===== src/rtl/sop_sweep_check.sv =====
// Exhaustive truth-table checker: walks every input vector of an external
// combinational function, compares its output against a latched minterm mask.
module sop_sweep_check #(
    parameter int N    = 3,
    parameter int HOLD = 1
) (
    input  logic                clk,
    input  logic                rst_n,
    input  logic                start,
    input  logic [(1<<N)-1:0]   mask,
    input  logic                dut_y,
    output logic [N-1:0]        vec,
    output logic                vec_valid,
    output logic                busy,
    output logic                done,
    output logic                pass,
    output logic [N:0]          err_cnt,
    output logic [N-1:0]        first_err,
    output logic                first_err_valid
);

    localparam int             NV       = 1 << N;
    localparam int             HOLD_W   = (HOLD > 1) ? $clog2(HOLD) : 1;
    localparam logic [N-1:0]   LAST_VEC = {N{1'b1}};
    localparam logic [HOLD_W-1:0] HOLD_LAST = HOLD_W'(HOLD - 1);

    typedef enum logic [1:0] {
        IDLE = 2'd0,
        RUN  = 2'd1,
        DONE = 2'd2
    } state_t;

    state_t              state;
    state_t              state_next;
    logic [NV-1:0]       mask_q;
    logic [N-1:0]        vec_q;
    logic [HOLD_W-1:0]   hold_cnt;
    logic                sample;
    logic                last_vec;
    logic                mismatch;
    logic [N:0]          err_next;

    // Sample strobe fires on the edge that ends the hold window of the current vector.
    always_comb begin
        // NOTE: every signal written here gets a default first so no latch is inferred.
        state_next = state;
        sample     = (state == RUN) && (hold_cnt == HOLD_LAST);
        last_vec   = (vec_q == LAST_VEC);
        mismatch   = sample && (dut_y != mask_q[vec_q]);
        err_next   = err_cnt + {{N{1'b0}}, mismatch};

        case (state)
            IDLE:    if (start) state_next = RUN;
            RUN:     if (sample && last_vec) state_next = DONE;
            DONE:    state_next = IDLE;
            default: state_next = IDLE;
        endcase
    end

    always_ff @(posedge clk or negedge rst_n) begin
        if (!rst_n) begin
            state <= IDLE;
        end else begin
            // NOTE: registered state uses non-blocking assignment so all flops update together.
            state <= state_next;
        end
    end

    always_ff @(posedge clk or negedge rst_n) begin
        if (!rst_n) begin
            // NOTE: the latched mask is a plain register bank, so clearing it on reset is cheap and keeps it deterministic.
            mask_q          <= '0;
            vec_q           <= '0;
            hold_cnt        <= '0;
            err_cnt         <= '0;
            first_err       <= '0;
            first_err_valid <= 1'b0;
            pass            <= 1'b0;
        end else begin
            case (state)
                IDLE: begin
                    if (start) begin
                        mask_q          <= mask;
                        vec_q           <= '0;
                        hold_cnt        <= '0;
                        err_cnt         <= '0;
                        first_err       <= '0;
                        first_err_valid <= 1'b0;
                        pass            <= 1'b0;
                    end
                end
                RUN: begin
                    if (sample) begin
                        hold_cnt <= '0;
                        err_cnt  <= err_next;
                        if (mismatch && !first_err_valid) begin
                            first_err       <= vec_q;
                            first_err_valid <= 1'b1;
                        end
                        if (last_vec) begin
                            vec_q <= '0;
                            // Verdict includes the final vector's result via err_next.
                            pass  <= (err_next == '0);
                        end else begin
                            vec_q <= vec_q + N'(1);
                        end
                    end else begin
                        hold_cnt <= hold_cnt + HOLD_W'(1);
                    end
                end
                default: ;
            endcase
        end
    end

    assign vec       = vec_q;
    assign vec_valid = (state == RUN);
    assign busy      = (state == RUN);
    assign done      = (state == DONE);

endmodule


===== config.mk =====
export PLATFORM = sky130hd
export DESIGN_NAME = sop_sweep_check
export DESIGN_NICKNAME = d
export VERILOG_FILES = /design/src/rtl/sop_sweep_check.sv
export SDC_FILE = /design/constraint.sdc
export NUM_CORES = 1
export LEC_CHECK = 0
export BUFFER_PORTS_ARGS = -buffer_cell sky130_fd_sc_hd__buf_4
export CORE_ASPECT_RATIO = 1.2
export CORE_MARGIN = 8
export CORE_UTILIZATION = 25
export CTS_BUF_LIST = sky130_fd_sc_hd__clkbuf_8
export CTS_CLUSTER_DIAMETER = 100
export DETAILED_ROUTE_END_ITERATION = 6
export HOLD_SLACK_MARGIN = 0.05
export PLACE_DENSITY = 0.54
export SLEW_MARGIN = 20
export SYNTH_ARGS = -nofsm -noshare
export SYNTH_HDL_FRONTEND = slang
export SYNTH_SLANG_ARGS = --single-unit

===== constraint.sdc =====
create_clock -name clk -period 2.92 [get_ports clk]
set_input_delay 0.438 -clock clk [delete_from_list [all_inputs] [get_ports clk]]
set_output_delay 0.438 -clock clk [all_outputs]
set_load 0.01 [all_outputs]

Yosys cells after proc, flatten, opt, wreduce, memory -nomap -nowiden
Index checks and enable logic that the tools add are counted.
{"block": "classes", "order_cmp": 1, "bitwise": 1, "n_mux": 24, "add_sub_neg": 3, "reduce_logical": 14, "eq_ne": 9}
{"op": "3-bit two-way mux", "n": 5}
{"op": "3-bit one-hot mux with 2 select lines", "n": 2}
{"op": "4-bit two-way mux", "n": 2}
{"op": "2-bit by 1-bit inequality test with 1-bit output, second input constant", "n": 4}
{"op": "4-bit one-hot mux with 2 select lines", "n": 1}
{"op": "4-bit AND reduction", "n": 2}
{"op": "1-bit two-way mux", "n": 7}
{"op": "1-bit one-hot mux with 2 select lines", "n": 3}
{"op": "2-bit AND reduction", "n": 3}
{"op": "4-bit by 1-bit adder with 4-bit output", "n": 1}
{"op": "1-bit logical AND", "n": 4}
{"op": "4-bit zero test", "n": 1}
{"op": "3-bit by 4-bit < comparator with 1-bit output, second input constant", "n": 1}
{"op": "2-bit two-way mux", "n": 2}
{"op": "2-bit one-hot mux with 2 select lines", "n": 1}
{"op": "3-bit by 1-bit adder with 3-bit output, second input constant", "n": 1}
{"op": "1-bit binary-select mux with 3-bit select", "n": 1}
{"op": "3-bit == test, second input constant", "n": 1}
{"op": "3-bit AND reduction", "n": 1}
{"op": "2-bit by 1-bit == test with 1-bit output, second input constant", "n": 1}
{"op": "2-bit == test, second input constant", "n": 1}
{"op": "2-bit zero test", "n": 1}
{"op": "2-bit inequality test, second input constant", "n": 1}
{"op": "2-bit nonzero test", "n": 1}
{"op": "4 further kinds", "n": 4}
{"block": "totals", "elab_cells": 60, "ff_bits": 23, "out_inout_bits": 15, "inputBits": 12}

Longest topological paths before layout
{"block": "logic_depth", "word_depth": 9, "depth_mapped": 11, "depth_no_buf": 10}

Worst setup path before layout
OpenSTA, ideal clock, no wires.
{"block": "synth_timing", "path_kind": "register to register", "start": "reg vec_q[0], in the netlist vec[0]", "end": "reg pass", "setup_ns": 0.110, "period_less_slack_ns": 2.263, "arrival_time_ns": 2.152, "setup_slack_ns": 0.657, "required_ns": 2.810, "n_path_buf": 1, "path_stages_with_launch": 12, "path_cell_list": "dfrtp_1 -> buf_2 -> mux2i_1 -> a22oi_4 -> nand3_1 -> xor2_1 -> nor2_1 -> ha_1 -> ha_1 -> nor3_1 -> a31oi_1 -> o41ai_1"}
{"block": "synth_via", "elab_chain_cells": 9, "elab_cells_between_ends": 12, "cone_classes": "add/sub (1); eq/ne (3); mux (5); reduce/logical (3)"}
{"item": "start: declaration", "line": "36", "source": "logic [N-1:0] vec_q;"}
{"item": "start signal: assignment", "line": "105", "source": "vec_q <= vec_q + N'(1);"}
{"item": "1-bit binary-select mux with 3-bit select", "line": "49", "source": "mismatch = sample && (dut_y != mask_q[vec_q]);"}
{"item": "1-bit two-way mux (not written as such)", "line": "49"}
{"item": "1-bit inequality test", "line": "49"}
{"item": "1-bit logical AND", "line": "49"}
{"item": "4-bit by 1-bit adder with 4-bit output", "line": "50", "source": "err_next = err_cnt + {{N{1'b0}}, mismatch};"}
{"item": "4-bit zero test", "line": "103", "source": "pass <= (err_next == '0);"}
{"item": "1-bit two-way mux", "line": "100", "source": "if (last_vec) begin"}
{"item": "1-bit two-way mux", "line": "93", "source": "if (sample) begin"}
{"item": "1-bit one-hot mux with 2 select lines", "line": "80", "source": "case (state)"}
{"item": "end signal: assignment", "line": "103"}
{"item": "end: declaration", "line": "16", "source": "output logic pass,"}
Parallel ways exist; a longest one is shown, timed or not. The select of a mux whose other input is x is not followed.
A chain may end at the register's enable or synchronous reset.

Worst setup path after layout
Same ends and word-level chain as after synthesis.

==> impl_metrics.json <==
{
  "drv_cap": 0,
  "clock_buffer_count_from_cts": 3,
  "setup_repair_after_global_routing_missed_its_margin": "no",
  "avgRoutedWirePerCell_microns": 13.1,
  "seq_area_frac_synth_pct": 50.1,
  "critical_path.max_fanout": 9,
  "critPathKind": "register to register",
  "most_numerous_cell_on_the_critical_path": "ha_1",
  "synth.cell_area_sq_um": 1150,
  "cp.required_ns": 3.08,
  "cell_by_cell_trace_of_the_critical_path": "mux2i_1 -> a22oi_4 -> nand3_1 -> xor2_1 -> nor2_1 -> ha_1 -> ha_1 -> nor3_1 -> a31oi_1 -> o41ai_1",
  "worst_ir_drop_vdd_mv": 0.651,
  "ys_warn_count": 0,
  "timing.critical_path.to_type": "register",
  "detailed_place_hpwl_microns": 1970,
  "sum_neg_setup_slack_ns": 0,
  "rows": 27,
  "maxClockFrequency_ghz": 0.403,
  "routed_via_density": 4.56,
  "leftover_overflow_at_the_end_of_global_routing": 0,
  "timing.max_slew.rel_slack_pct": 65.5,
  "postCtsSetupBuffers": 0,
  "synth-seq-cells": 23,
  "syn-num-nets": 132,
  "timing.final.max_slew_violations": 0,
  "cts_resized": 0,
  "die_h_microns": 90.3,
  "status": "finished, final reports clean",
  "power.leakage_nw": 0.715,
  "synth_commonest_cells": "33 x nand2_1, 23 x dfrtp_1, 6 x nor2_1",
  "design.die.area_sq_um": 7030,
  "num_vias": 907,
  "clock_tree.buffer_depth": 2,
  "worst_setup_path_startpoint": "vec[0]",
  "remaining_drc_errors": 0,
  "placeableCoreArea_sq_um": 4490,
  "top_level_ports": 27,
  "synth.top_cells.by_area": "dfrtp_1 50%, nand2_1 11%, ha_1 4.4%",
  "crit_slowest_cell": "dfrtp_1",
  "worst_clock_skew_ns": 0.0107,
  "drt-pass1-iter-count": 4,
  "number_of_synthesized_flops_with_an_enable_pin": 0,
  "finalCritPeriodShare_pct": 85.0,
  "synth_top_area_cell": "dfrtp_1",
  "synth_largest_type_area_fraction_pct": 50.1,
  "cts.clk_slew.worst_paths_ns": 0.09,
  "worst-r2r-setup-slack_ns": 0.44,
  "flow.area_growth_from_synthesis_pct": 25.1,
  "gate_count_post_synth": 116,
  "cts.htree.levels": 1,
  "globalplace.congestion": 0.703,
  "setup_viol_count_final": 0,
  "n_antenna_cell": 0,
  "post_cts_hold_buffer_count": 0,
  "all_layer_gr_usage_pct": 8.02,
  "timing.hold.worst.class": "input port to asynchronous set/reset pin",
  "fin_util_pct": 32.0,
  "timing.critical_path.from_type": "register",
  "power_density_nw_per_um2": 1080,
  "clock-root-buffer": "clkbuf_8",
  "synth_async_sr_flop_share_pct": 100,
  "rr_endpoint": "pass",
  "critical-path-max-stage-delay_ns": 0.56,
  "drive_gt1_share_pct": 26.2,
  "tritoncts_num_sinks": 23,
  "synth_area_per_cell_sq_um": 9.91,
  "yosys.cell_types.count": 30,
  "clk_latency_worst_skew_pair_ns": 0.27,
  "initial_utilization_pct": 25.6,
  "rr_startpoint": "vec[0]",
  "grt_pass1_vias": 1005,
  "dr.first_iter.drc_count": 9,
  "detail_route.wirelength_microns": 2610,
  "crit_arrival_ns": 2.64,
  "maximum_number_of_pins_on_one_net_before_global_route_repair": 24,
  "ys_dominant_reg_cell": "dfrtp_1",
  "post-synth-top-count-cell": "nand2_1",
  "timing_hold_violations_final": 0,
  "die_w_microns": 77.9,
  "finalNetCount": 158,
  "ant_nets": 0,
  "time_the_worst_path_needs_with_i_o_delays_and_setup_ns": 2.48,
  "worst_slew_pin_slew_ns": 0.516,
  "antenna_found_initial": 0,
  "worst-r2r-cell-count": 10,
  "cts_tree": "built",
  "portBuffers": 26,
  "grt_first_pass_wirelength_microns": 4640
}
sequential cells by signal, summed over array words and instances, names as in the netlist:
register and cells:
vec 3, mask_q 8, err_cnt 4, pass 1
hold_cnt 1, first_err_valid 1, state 2, first_err 3
report_power, final:
part / leakage (nW) / switching (W) / internal (W)
combinational: 0.398 / 0.000384 / 0.000371
clock: 0.0255 / 0.000103 / 0.0000953
sequential: 0.292 / 0.000139 / 0.000454
metal layers:
metal / track usage (%) / wire, microns / vias to the layer above / part of all wire [%]
li1: - / - / 452 / -
met1: 9.31 / 1190 / 427 / 46
met2: 13.1 / 1270 / 24 / 49
met3: 2.19 / 110 / 4 / 4.2
met4: 4.02 / 42 / 0 / 1.6
met5: 0 / 0 / - / 0
cell usage in the layout, fill, tap and decap left out, drive strengths merged, types with 3 or more instances in the layout:
cell    count
xor2        3
nand2      33
o21ai       5
nand3       4
a22o        3
dfrtp      23
buf        26
mux2i       4
o21a        3
clkbuf      3
ha          4
nor2        7
a31o        3
critical path, delay by kind of cell (launching register included):
family	cells	cell delay (ns)
AO/OA/AOI/OAI	3	0.45
flip-flops	1	0.56
adder cells (fa/ha/maj)	2	0.44
AND/OR/NAND/NOR	3	0.38
multiplexers	1	0.33
XOR/XNOR	1	0.19
how the worst max path moves through the flow:
stage                      end  slack (ns)
after floorplan           pass        0.66
after global placement    pass        0.61
after detailed placement  pass        0.41
after CTS                 pass        0.39
after global routing      pass        0.17
final                     pass        0.44
through the flow:
step / cells / worst slack [ns] / hold slack [ns] / area (sq um) / power, W
final: 199 / 0.439 / 0.0527 / 1440 / 0.00155
after floorplan: 116 / 0.657 / 0.142 / 1150 / 0.00110
after global placement: 195 / 0.614 / 0.349 / 1390 / 0.00135
after CTS: 199 / 0.394 / 0.0560 / 1440 / 0.00157
after global routing: 199 / 0.168 / 0.0686 / 1440 / 0.00169
after detailed placement: 195 / 0.411 / 0.355 / 1390 / 0.00136
cell families after synthesis:
| logic type | share of synthesized area [%] |
|---|---|
| AND/OR/NAND/NOR | 23.1 |
| buffers and inverters | 2.83 |
| AO/OA/AOI/OAI | 13.9 |
| adder cells (fa/ha/maj) | 4.35 |
| multiplexers | 3.48 |
| flip-flops | 50.1 |
| XOR/XNOR | 2.29 |
final cells by class:
cell class | count | area (sq um)
multi-input cells | 86 | 542
inverters | 2 | 7.51
clock buffers | 3 | 41.3
clock inverters | 1 | 5.00
repair buffers | 26 | 195
flip-flops and latches | 23 | 576
fillers | 485 | 3050
well taps | 58 | 72.6
Power figures use the tool's default switching activity.
